[src/rtl/img_pingpong_loader.sv]
// rtl/img_pingpong_loader.sv - UART byte stream to ping-pong image RAM loader with inference handshake
module img_pingpong_loader #(
    parameter int          PIX_W       = 8,
    parameter int          IMG_PIXELS  = 784,
    parameter int          ADDR_W      = 10,
    parameter logic [7:0]  HDR0        = 8'h55,
    parameter logic [7:0]  HDR1        = 8'hAA,
    parameter logic [23:0] TIMEOUT_CYC = 24'd2400000
) (
    input  logic              clk,
    input  logic              rst,
    input  logic              in_valid,
    input  logic [7:0]        in_data,
    input  logic              mode,
    input  logic              arm,
    output logic              wr_en,
    output logic              wr_bank,
    output logic [ADDR_W-1:0] wr_addr,
    output logic [PIX_W-1:0]  wr_data,
    output logic              net_start,
    output logic              net_bank,
    input  logic              net_done,
    output logic              disp_bank,
    output logic              busy,
    output logic [7:0]        drop_cnt,
    output logic [7:0]        err_cnt
);

    typedef enum logic [1:0] {
        S_HUNT = 2'd0,
        S_HDR  = 2'd1,
        S_LOAD = 2'd2,
        S_FULL = 2'd3
    } state_t;

    localparam logic [ADDR_W-1:0] LAST_ADDR = ADDR_W'(IMG_PIXELS - 1);
    localparam logic [23:0]       IDLE_LAST = TIMEOUT_CYC - 24'd1;

    state_t              r_state;
    logic [ADDR_W-1:0]   r_addr;
    logic [23:0]         r_idle;
    logic                r_armed;
    logic                r_seen_hdr0;
    logic                r_wr_en;
    logic                r_wr_bank;
    logic [ADDR_W-1:0]   r_wr_addr;
    logic [PIX_W-1:0]    r_wr_data;
    logic                r_net_start;
    logic                r_net_bank;
    logic                r_disp_bank;
    logic                r_busy;
    logic [7:0]          r_drop_cnt;
    logic [7:0]          r_err_cnt;

    logic                w_hdr_en;
    logic                w_done;
    logic                w_swap;

    // Headers are only honoured in continuous mode or when single-shot is armed
    assign w_hdr_en = ~mode | r_armed;
    // A net_done with no inference running carries no information
    assign w_done   = net_done & r_busy;
    // The full bank can be handed over when the net is idle or finishing this cycle
    assign w_swap   = (r_state == S_FULL) & (~r_busy | w_done);

    // Frame FSM, RAM write port, bank handover and counters
    always_ff @(posedge clk) begin
        if (rst) begin
            r_state     <= S_HUNT;
            r_addr      <= '0;
            r_idle      <= '0;
            r_armed     <= 1'b1;
            r_seen_hdr0 <= 1'b0;
            r_wr_en     <= 1'b0;
            r_wr_addr   <= '0;
            r_wr_data   <= '0;
            r_wr_bank   <= 1'b0;
            r_net_start <= 1'b0;
            r_net_bank  <= 1'b1;
            r_disp_bank <= 1'b1;
            r_busy      <= 1'b0;
            r_drop_cnt  <= 8'd0;
            r_err_cnt   <= 8'd0;
        end else begin
            r_wr_en     <= 1'b0;
            r_net_start <= 1'b0;

            if (mode && arm) begin
                r_armed <= 1'b1;
            end

            if (w_done) begin
                r_busy      <= 1'b0;
                r_disp_bank <= r_net_bank;
            end

            case (r_state)
                S_HUNT: begin
                    if (in_valid && w_hdr_en && (in_data == HDR0)) begin
                        r_state <= S_HDR;
                    end
                end

                S_HDR: begin
                    if (in_valid) begin
                        if (in_data == HDR1) begin
                            r_state <= S_LOAD;
                            r_addr  <= '0;
                            r_idle  <= '0;
                        end else if (in_data != HDR0) begin
                            r_state <= S_HUNT;
                        end
                    end
                end

                S_LOAD: begin
                    if (in_valid) begin
                        r_wr_en   <= 1'b1;
                        r_wr_addr <= r_addr;
                        r_wr_data <= in_data[PIX_W-1:0];
                        r_idle    <= '0;
                        if (r_addr == LAST_ADDR) begin
                            r_addr      <= '0;
                            r_state     <= S_FULL;
                            r_seen_hdr0 <= 1'b0;
                        end else begin
                            r_addr <= r_addr + 1'b1;
                        end
                    end else if (r_idle >= IDLE_LAST) begin
                        // Sender stalled mid-frame: drop the partial frame, keep the bank
                        r_state <= S_HUNT;
                        r_addr  <= '0;
                        r_idle  <= '0;
                        if (r_err_cnt != 8'hFF) begin
                            r_err_cnt <= r_err_cnt + 8'd1;
                        end
                    end else begin
                        r_idle <= r_idle + 24'd1;
                    end
                end

                S_FULL: begin
                    if (w_swap) begin
                        // Assigned after the w_done clear so busy stays set on back-to-back handover
                        r_net_bank  <= r_wr_bank;
                        r_wr_bank   <= ~r_wr_bank;
                        r_net_start <= 1'b1;
                        r_busy      <= 1'b1;
                        r_state     <= S_HUNT;
                        if (mode) begin
                            r_armed <= 1'b0;
                        end
                    end else if (in_valid) begin
                        // Frame held; every header pair seen now is a lost frame
                        if (r_seen_hdr0 && (in_data == HDR1) && (r_drop_cnt != 8'hFF)) begin
                            r_drop_cnt <= r_drop_cnt + 8'd1;
                        end
                        r_seen_hdr0 <= (in_data == HDR0);
                    end
                end

                default: r_state <= S_HUNT;
            endcase
        end
    end

    assign wr_en     = r_wr_en;
    assign wr_bank   = r_wr_bank;
    assign wr_addr   = r_wr_addr;
    assign wr_data   = r_wr_data;
    assign net_start = r_net_start;
    assign net_bank  = r_net_bank;
    assign disp_bank = r_disp_bank;
    assign busy      = r_busy;
    assign drop_cnt  = r_drop_cnt;
    assign err_cnt   = r_err_cnt;

endmodule

[config.mk]
export PLATFORM = sky130hd
export DESIGN_NAME = img_pingpong_loader
export DESIGN_NICKNAME = d
export VERILOG_FILES = /design/src/rtl/img_pingpong_loader.sv
export SDC_FILE = /design/constraint.sdc
export NUM_CORES = 1
export LEC_CHECK = 0
export ABC_AREA = 1
export CORE_MARGIN = 2
export CORE_UTILIZATION = 35
export CTS_BUF_LIST = sky130_fd_sc_hd__clkbuf_4 sky130_fd_sc_hd__clkbuf_8
export CTS_CLUSTER_DIAMETER = 30
export CTS_CLUSTER_SIZE = 28
export DETAILED_ROUTE_END_ITERATION = 10
export GPL_TIMING_DRIVEN = 0
export PLACE_DENSITY_LB_ADDON = 0.25
export SYNTH_ARGS = -nofsm -noshare
export SYNTH_HDL_FRONTEND = slang
export SYNTH_SLANG_ARGS = --single-unit
[constraint.sdc]
create_clock -name clk -period 2.2 [get_ports clk]
set_clock_uncertainty 0.2 [all_clocks]
set_input_delay 0.33 -clock clk [delete_from_list [all_inputs] [get_ports clk]]
set_output_delay 0.33 -clock clk [all_outputs]
set_load 0.05 [all_outputs]
==> results of run 1 <==
-- state kept, by name, summed over array words and instances, names as in the netlist --
register     cells
r_idle          24
disp_bank        1
wr_data          8
wr_addr         10
r_armed          1
wr_bank          1
drop_cnt         8
r_seen_hdr0      1
net_bank         1
r_state          2
r_addr          10
net_start        1
busy             1
err_cnt          8
wr_en            1
-- power by group --
part,switching [uW],leakage (uW),internal [uW]
Sequential,72.6,0.000629,1490
Clock,548,0.000123,800
Combinational,485,0.00118,251
Total,1110,0.00193,2540
-- stage by stage --
stage / util / setup TNS (ns) / std cells
global route: 0.449 / 0 / 765
global placement: 0.425 / -2.69 / 749
CTS: 0.448 / 0 / 765
floorplan: - / 0 / 556
finish: 0.449 / 0 / 765
detailed placement: 0.425 / -2.60 / 749
-- path summary, 6_finish.rpt --
| kind | from | endpoint | slack, ns | depth (start not counted) |
|---|---|---|---|---|
| max | drop_cnt[1]$_SDFFE_PP0P_ | drop_cnt[1] | 0.07 | 1 |
| min | r_idle[23]$_SDFFE_PP0P_ | r_idle[23]$_SDFFE_PP0P_ | 0.24 | 2 |
| max reg2reg | r_idle[0]$_SDFFE_PP0P_ | r_idle[20]$_SDFFE_PP0P_ | 0.26 | 8 |
| min reg2reg | r_idle[23]$_SDFFE_PP0P_ | r_idle[23]$_SDFFE_PP0P_ | 0.24 | 2 |
-- tightest hold or removal path, cell delays in order, from the launching register on --
cell,delay [ns]
dfxtp_1,0.32
nand2_1,0.06
nor2_1,0.03
-- cells in the mapped netlist, types with 2 or more instances --
cell type,number
or2_2,2
nor3_2,5
nor2_4,3
xnor2_1,9
a21oi_2,3
nand2_4,3
ha_1,4
nand4_1,15
nor2_1,70
buf_6,3
xor2_1,11
nor3_1,7
a21oi_1,48
nand2_1,134
nor4_1,2
nand3_1,30
inv_2,7
nor2_2,5
o21ai_0,16
buf_2,3
nand2_2,6
inv_1,60
o21ai_1,5
dfxtp_1,78
clkbuf_1,8
-- area by class of cell --
class                      count  share of cell area
clock inverter                 5              0.0218
timing repair buffer          53               0.110
tap                          140              0.0358
clock buffer                  11              0.0297
buffer                        16              0.0207
sequential                    78               0.319
multi-input combinational    394               0.410
inverter                      68              0.0527
-- placed cells by master, fill, tap and decap left out, types with 5 or more instances in the layout --
cell type	instances
clkdlybuf4s50_1	49
nand2_1	134
nor3_2	5
inv_1	60
o21ai_0	16
clkbuf_8	10
xnor2_1	9
dfxtp_1	78
clkbuf_1	8
o21ai_1	5
nand2_2	6
nor2_2	5
a21oi_1	48
xor2_1	11
inv_2	7
nand3_1	30
nor2_1	70
nor3_1	7
nand4_1	15
-- cells by family (layout without fill, tap and decap cells) --
| kind of cell | after synthesis | in the layout | synth area share |
|---|---|---|---|
| xor+xnor | 20 | 20 | 0.0446 |
| buf+inv | 84 | 153 | 0.0915 |
| compound gates | 80 | 80 | 0.112 |
| flops | 78 | 78 | 0.398 |
| fa+ha+maj | 4 | 4 | 0.0128 |
| simple gates | 290 | 290 | 0.341 |
-- what timing repair did --
action | CTS | global route
setup endpoints to repair | 1 | 3
gates cloned | 0 | 0
resized for setup | 1 | 3
hold endpoints to repair | 0 | 0
-- per-layer routing --
| metal | track usage | wire length (um) | vias up |
|---|---|---|---|
| li1 | - | - | 1903 |
| met1 | 0.212 | 4310 | 1633 |
| met2 | 0.279 | 4430 | 72 |
| met3 | 0.0403 | 441 | 8 |
| met4 | 0.0515 | 76 | 0 |
| met5 | 0 | 0 | - |
==> run metrics, run 1 <==
CTS root buf=clkbuf_8; headroom to the max-slew limit=0.591; number of global-route vias before repair=between 3000 and 4000; number of nets in the synthesized netlist=574; largest area contributor in the synthesized netlist=dfxtp_1; storage element area=~1600 um2; FP Rows=38; maximum clock rate=0.470 GHz; flip-flop and latch count after synthesis=78; gate count of the mapped netlist=approximately 560; Die Area=around 12000 um2; clock-pin transition on the worst setup and hold timing paths=0.09 ns; warnings from Yosys=0; dominant register cell in the synthesized netlist=dfxtp_1; buffering stage count on the worst path with inverters included=1; cell family with most CP delay=buffers and inverters; total vias in the final route=between 3000 and 4000; number of I/O port buffers=53; required time of the critical path=roughly 1.7 ns; Worst path slowest cell=clkdlybuf4s50_1; pre-CTS setup slack=-0.181 ns; gpl congestion=between 0.8 and 0.9; Area growth, synth to finish=24.5%; postcts setup bufs=0; number of top-level design ports=54; maxcap violations=0; time the final worst path needs with I/O delays and setup=around 2.1 ns; total power per unit cell area=746 nW/um2; clock insertion delay at the later pin of the skew report=~0.36 ns; Crit Path Max Fanout=4; Post-Synthesis Cell Area=just under 4000 um2; Remaining Overflow, GRT=0; Static Leakage=around 0.0019 uW; share of the synthesized area in the top cell type=0.398; Final Net Count=roughly 640; ratio of final minimum period to clock period=0.968; number of H-tree levels=3; maximum number of pins on one net before global-route repair=14; unrepaired setup endpoints after global routing=false; height of the chip=110 um; worst endpoint data arrival time=1.60 ns; final hold slack=between 0.2 and 0.25 ns; initial antenna violation count=0; sort of element at the end of the critical path=output port; Setup crit start kind=flop; Layout Cell Area excl Fill=approximately 4900 um2; filler cell count=~1100; worst vdd rail ir drop=~0.39 mV; number of detailed-route iterations in the first pass=4; DRT antenna net count=0; maximum buffer depth of the clock tree=2; average detailed-routed wire length per instance=roughly 12 um; async set-or-reset flop fraction in the synthesized netlist=0; HPWL after DPL=approximately 6800 um; first-pass GRT wire length=roughly 16000 um; total global routing track utilization=0.167; Hold-fix buffers, CTS=0; Detailed Route Iter0 Violations=~160; Cell variety after synth=44; vias per inst=about 4.7; multi-input combinational cell area=between 2000 and 2500 um2; total power draw=roughly 3600 uW; Avg Synthesized Cell Area=just over 7 um2; cell types with the largest area share after synthesis=dfxtp_1, nand2_1, nor2_1; Hold Violations, Final=0; cts bufs inserted=9; kind of critical path=flop to output port; fraction of layout cells with a size suffix above 1=0.101; Setup violations, final=0; Hold WC Path Type=flop to flop; final slew viol count=0; effective utilization at floorplan=0.360; number of enable-type register cells in the synthesized netlist=0; total wirelength of the detailed-routed design=between 9000 and 10000 um; core region area=roughly 11000 um2; crit path setup slack, layout=around 0.071 ns; count of inserted antenna diode cells=0; slowest cell delay on critical path=between 0.8 and 0.9 ns; placed cell areas=about 4600 um2; slew at the pin closest to its max-slew limit=between 0.6 and 0.7 ns; Seq/Total Area, Yosys=0.398; clock sinks=78; DRC violation count after routing=0; status=finished clean; clock tree from TritonCTS=built; Cell Chain, Critical Path=clkdlybuf4s50_1; horizontal die dimension=~110 um
Power figures use the tool's default switching activity.
==> inputs of run 2 (changes only) <==
- CORE_UTILIZATION: 35 -> 55
- MAX_ROUTING_LAYER: not set -> met4
==> run metrics, run 2 (same netlist as run 1, synthesis figures left out) <==
effective utilization at floorplan=0.575 (+0.214); vias per inst=5.22 (+10%); switching fraction of total power=0.320 (+0.0161); final slew viol count=0 (unchanged); Detailed Route Iter0 Violations=215 (+32%); FP Rows=30 (-21%); sw power=1120 uW (+1.1%); maxcap violations=0 (unchanged); maximum buffer depth of the clock tree=2 (unchanged); Area growth, synth to finish=22.5%; Remaining Overflow, GRT=0 (unchanged); number of H-tree levels=3 (unchanged); first-pass GRT wire length=15600 um (-3.0%); required time of the critical path=1.67 ns (about the same); ratio of final minimum period to clock period=0.979 (+0.0107); startpoint of the lowest-slack register-to-register path=r_idle[0]$_SDFFE_PP0P_; maximum number of pins on one net before global-route repair=15 (+1); global routing's busiest layer=met2; buffering stage count on the worst path with inverters included=1 (unchanged); kind of critical path=flop to output port; combinational group share of total power=0.213 (+0.011); number of flip-flops in the largest register=24 (unchanged); initial antenna violation count=0 (unchanged); worst vdd rail ir drop=0.495 mV (+28%); slowest cell delay on critical path=0.84 ns (about the same); Cell Chain, Critical Path=clkdlybuf4s50_1; clock share of power=0.342 (-0.028); total global routing track utilization=0.261 (+0.0937); most common cell after layout, fill and taps aside=nand2_1; number of I/O port buffers=53 (unchanged); horizontal die dimension=88.5 um (-19%); slew at the pin closest to its max-slew limit=0.626 ns (+0.0127 ns); number of top-level design ports=54 (unchanged); GRT met3 Usage=0.0765 (+0.0362); Hold Violations, Final=0 (unchanged); Worst path slowest cell=clkdlybuf4s50_1; worst endpoint data arrival time=1.62 ns (+0.02 ns); clock tree from TritonCTS=built; total power per unit cell area=728 nW/um2 (-2.3%); Static Leakage=0.00191 uW (-1.2%); worst setup path start=drop_cnt[7]$_SDFFE_PP0P_; Final Net Count=638 (unchanged); unrepaired setup endpoints after global routing=false; Layout Cell Area excl Fill=4810 um2 (-1.7%); clock insertion delay at the later pin of the skew report=0.36 ns (about the same); Setup violations, final=0 (unchanged); DRC violation count after routing=0 (unchanged); cell family with most CP delay=buffers and inverters; worst hold start=r_idle[23]$_SDFFE_PP0P_; number of global-route vias before repair=3546 (+0.17%); M2 GR Usage=0.442 (+0.164); total vias in the final route=3762 (+4.0%); Crit Path Max Fanout=4 (unchanged); placed cell areas=4580 um2 (-1.2%); reg2reg setup slack=0.24 ns (-0.02 ns); core region area=6830 um2 (-37%); height of the chip=88.5 um (-19%); top library cells by usage in the layout, fill and taps aside=nand2_1, dfxtp_1, nor2_1, inv_1, clkdlybuf4s50_1; time the final worst path needs with I/O delays and setup=2.15 ns (+0.0235 ns); status=finished clean; register with the most flip-flops=r_idle; final hold slack=0.261 ns (+0.0177 ns); count of inserted antenna diode cells=0 (unchanged); Die Area=7830 um2 (-35%); Internal Pwr Total=2380 uW (-6.2%); Setup crit start kind=flop; DRT antenna net count=0 (unchanged); cts bufs inserted=9 (unchanged); average detailed-routed wire length per instance=12.8 um (+5.7%); grt met1 use=0.298 (+0.0866); gpl congestion=0.918 (+6.4%); maximum clock rate=0.464 GHz (-1.1%); total wirelength of the detailed-routed design=9220 um (-0.42%); HPWL after DPL=6590 um (-2.6%); sort of element at the end of the critical path=output port; sequential share of power=0.445 (+0.017); Hold WC Path Type=flop to flop; fraction of layout cells with a size suffix above 1=0.102 (+0.00160); clock sinks=78 (unchanged); headroom to the max-slew limit=0.582 (-0.00848); CTS root buf=clkbuf_8; clock-pin transition on the worst setup and hold timing paths=0.08 ns (about the same); number of detailed-route iterations in the first pass=5 (+1)
[run 2: cell types whose count changed in the layout (fill, tap and decap cells not counted)]
cell,delta
dlygate4sd2_1,-1
inv_6,+1
nor2_1,-1
clkbuf_4,-1
clkinvlp_4,+1
clkinv_2,+1
clkbuf_8,-1
nor2_2,+1
clkdlybuf4s50_1,+1
bufinv_16,-1
[run 2: timing repair]
item / 4_1_cts / 5_1_grt
hold buffers: 0 / 0
endpoints found under the setup margin: 0 / 4
buffers inserted: 0 / 0
gates resized for setup: 0 / 4
[run 2: cell type report]
class | count | area (um2)
clock buffer | 9 | 124
tap | 96 | 120
inverter | 68 | 258
buffer | 16 | 101
timing repair buffer | 53 | 538
clock inverter | 7 | 97.6
multi-input combinational | 394 | 2010
sequential | 78 | 1560
fill | 562 | 2020
[run 2: worst reg2reg max path: cells and delay by family, from the launching register on]
kind / cells / cell delay, ns
flops: 1 / 0.38
simple gates: 8 / 1.10
fa+ha+maj: 1 / 0.23
[run 2: path summary, 6_finish.rpt]
path | end | cells after the start
max reg2reg | r_idle[20]$_SDFFE_PP0P_ | 9
min reg2reg | r_idle[23]$_SDFFE_PP0P_ | 2
min | r_idle[23]$_SDFFE_PP0P_ | 2
max | drop_cnt[7] | 1
[run 2: per-stage QoR]
stage / setup slack, ns / power (uW) / instances / setup TNS (ns) / utilization
after global placement: -0.112 / 2310 / 705 / -1.32 / 0.670
after floorplan: 0.182 / 2110 / 556 / 0 / -
after global routing: 0.0155 / 3650 / 721 / 0 / 0.704
final: 0.0470 / 3500 / 721 / 0 / 0.704
after CTS: 0.0345 / 3510 / 721 / 0 / 0.702
after detailed placement: -0.171 / 2330 / 705 / -2.72 / 0.670
[run 2: power groups by stage]
stage	clock network [uW]	registers, uW	logic (uW)
detailed placement	0	1590	744
finish	1200	1560	744
global placement	0	1590	725
floorplan	0	1730	387
global route	1280	1570	802
CTS	1210	1560	747
[run 2: routing by layer]
layer	part of all wire	wire length [um]
met1	0.43	3970
met2	0.49	4530
met3	0.066	608
met4	0.012	109
met5	0	0
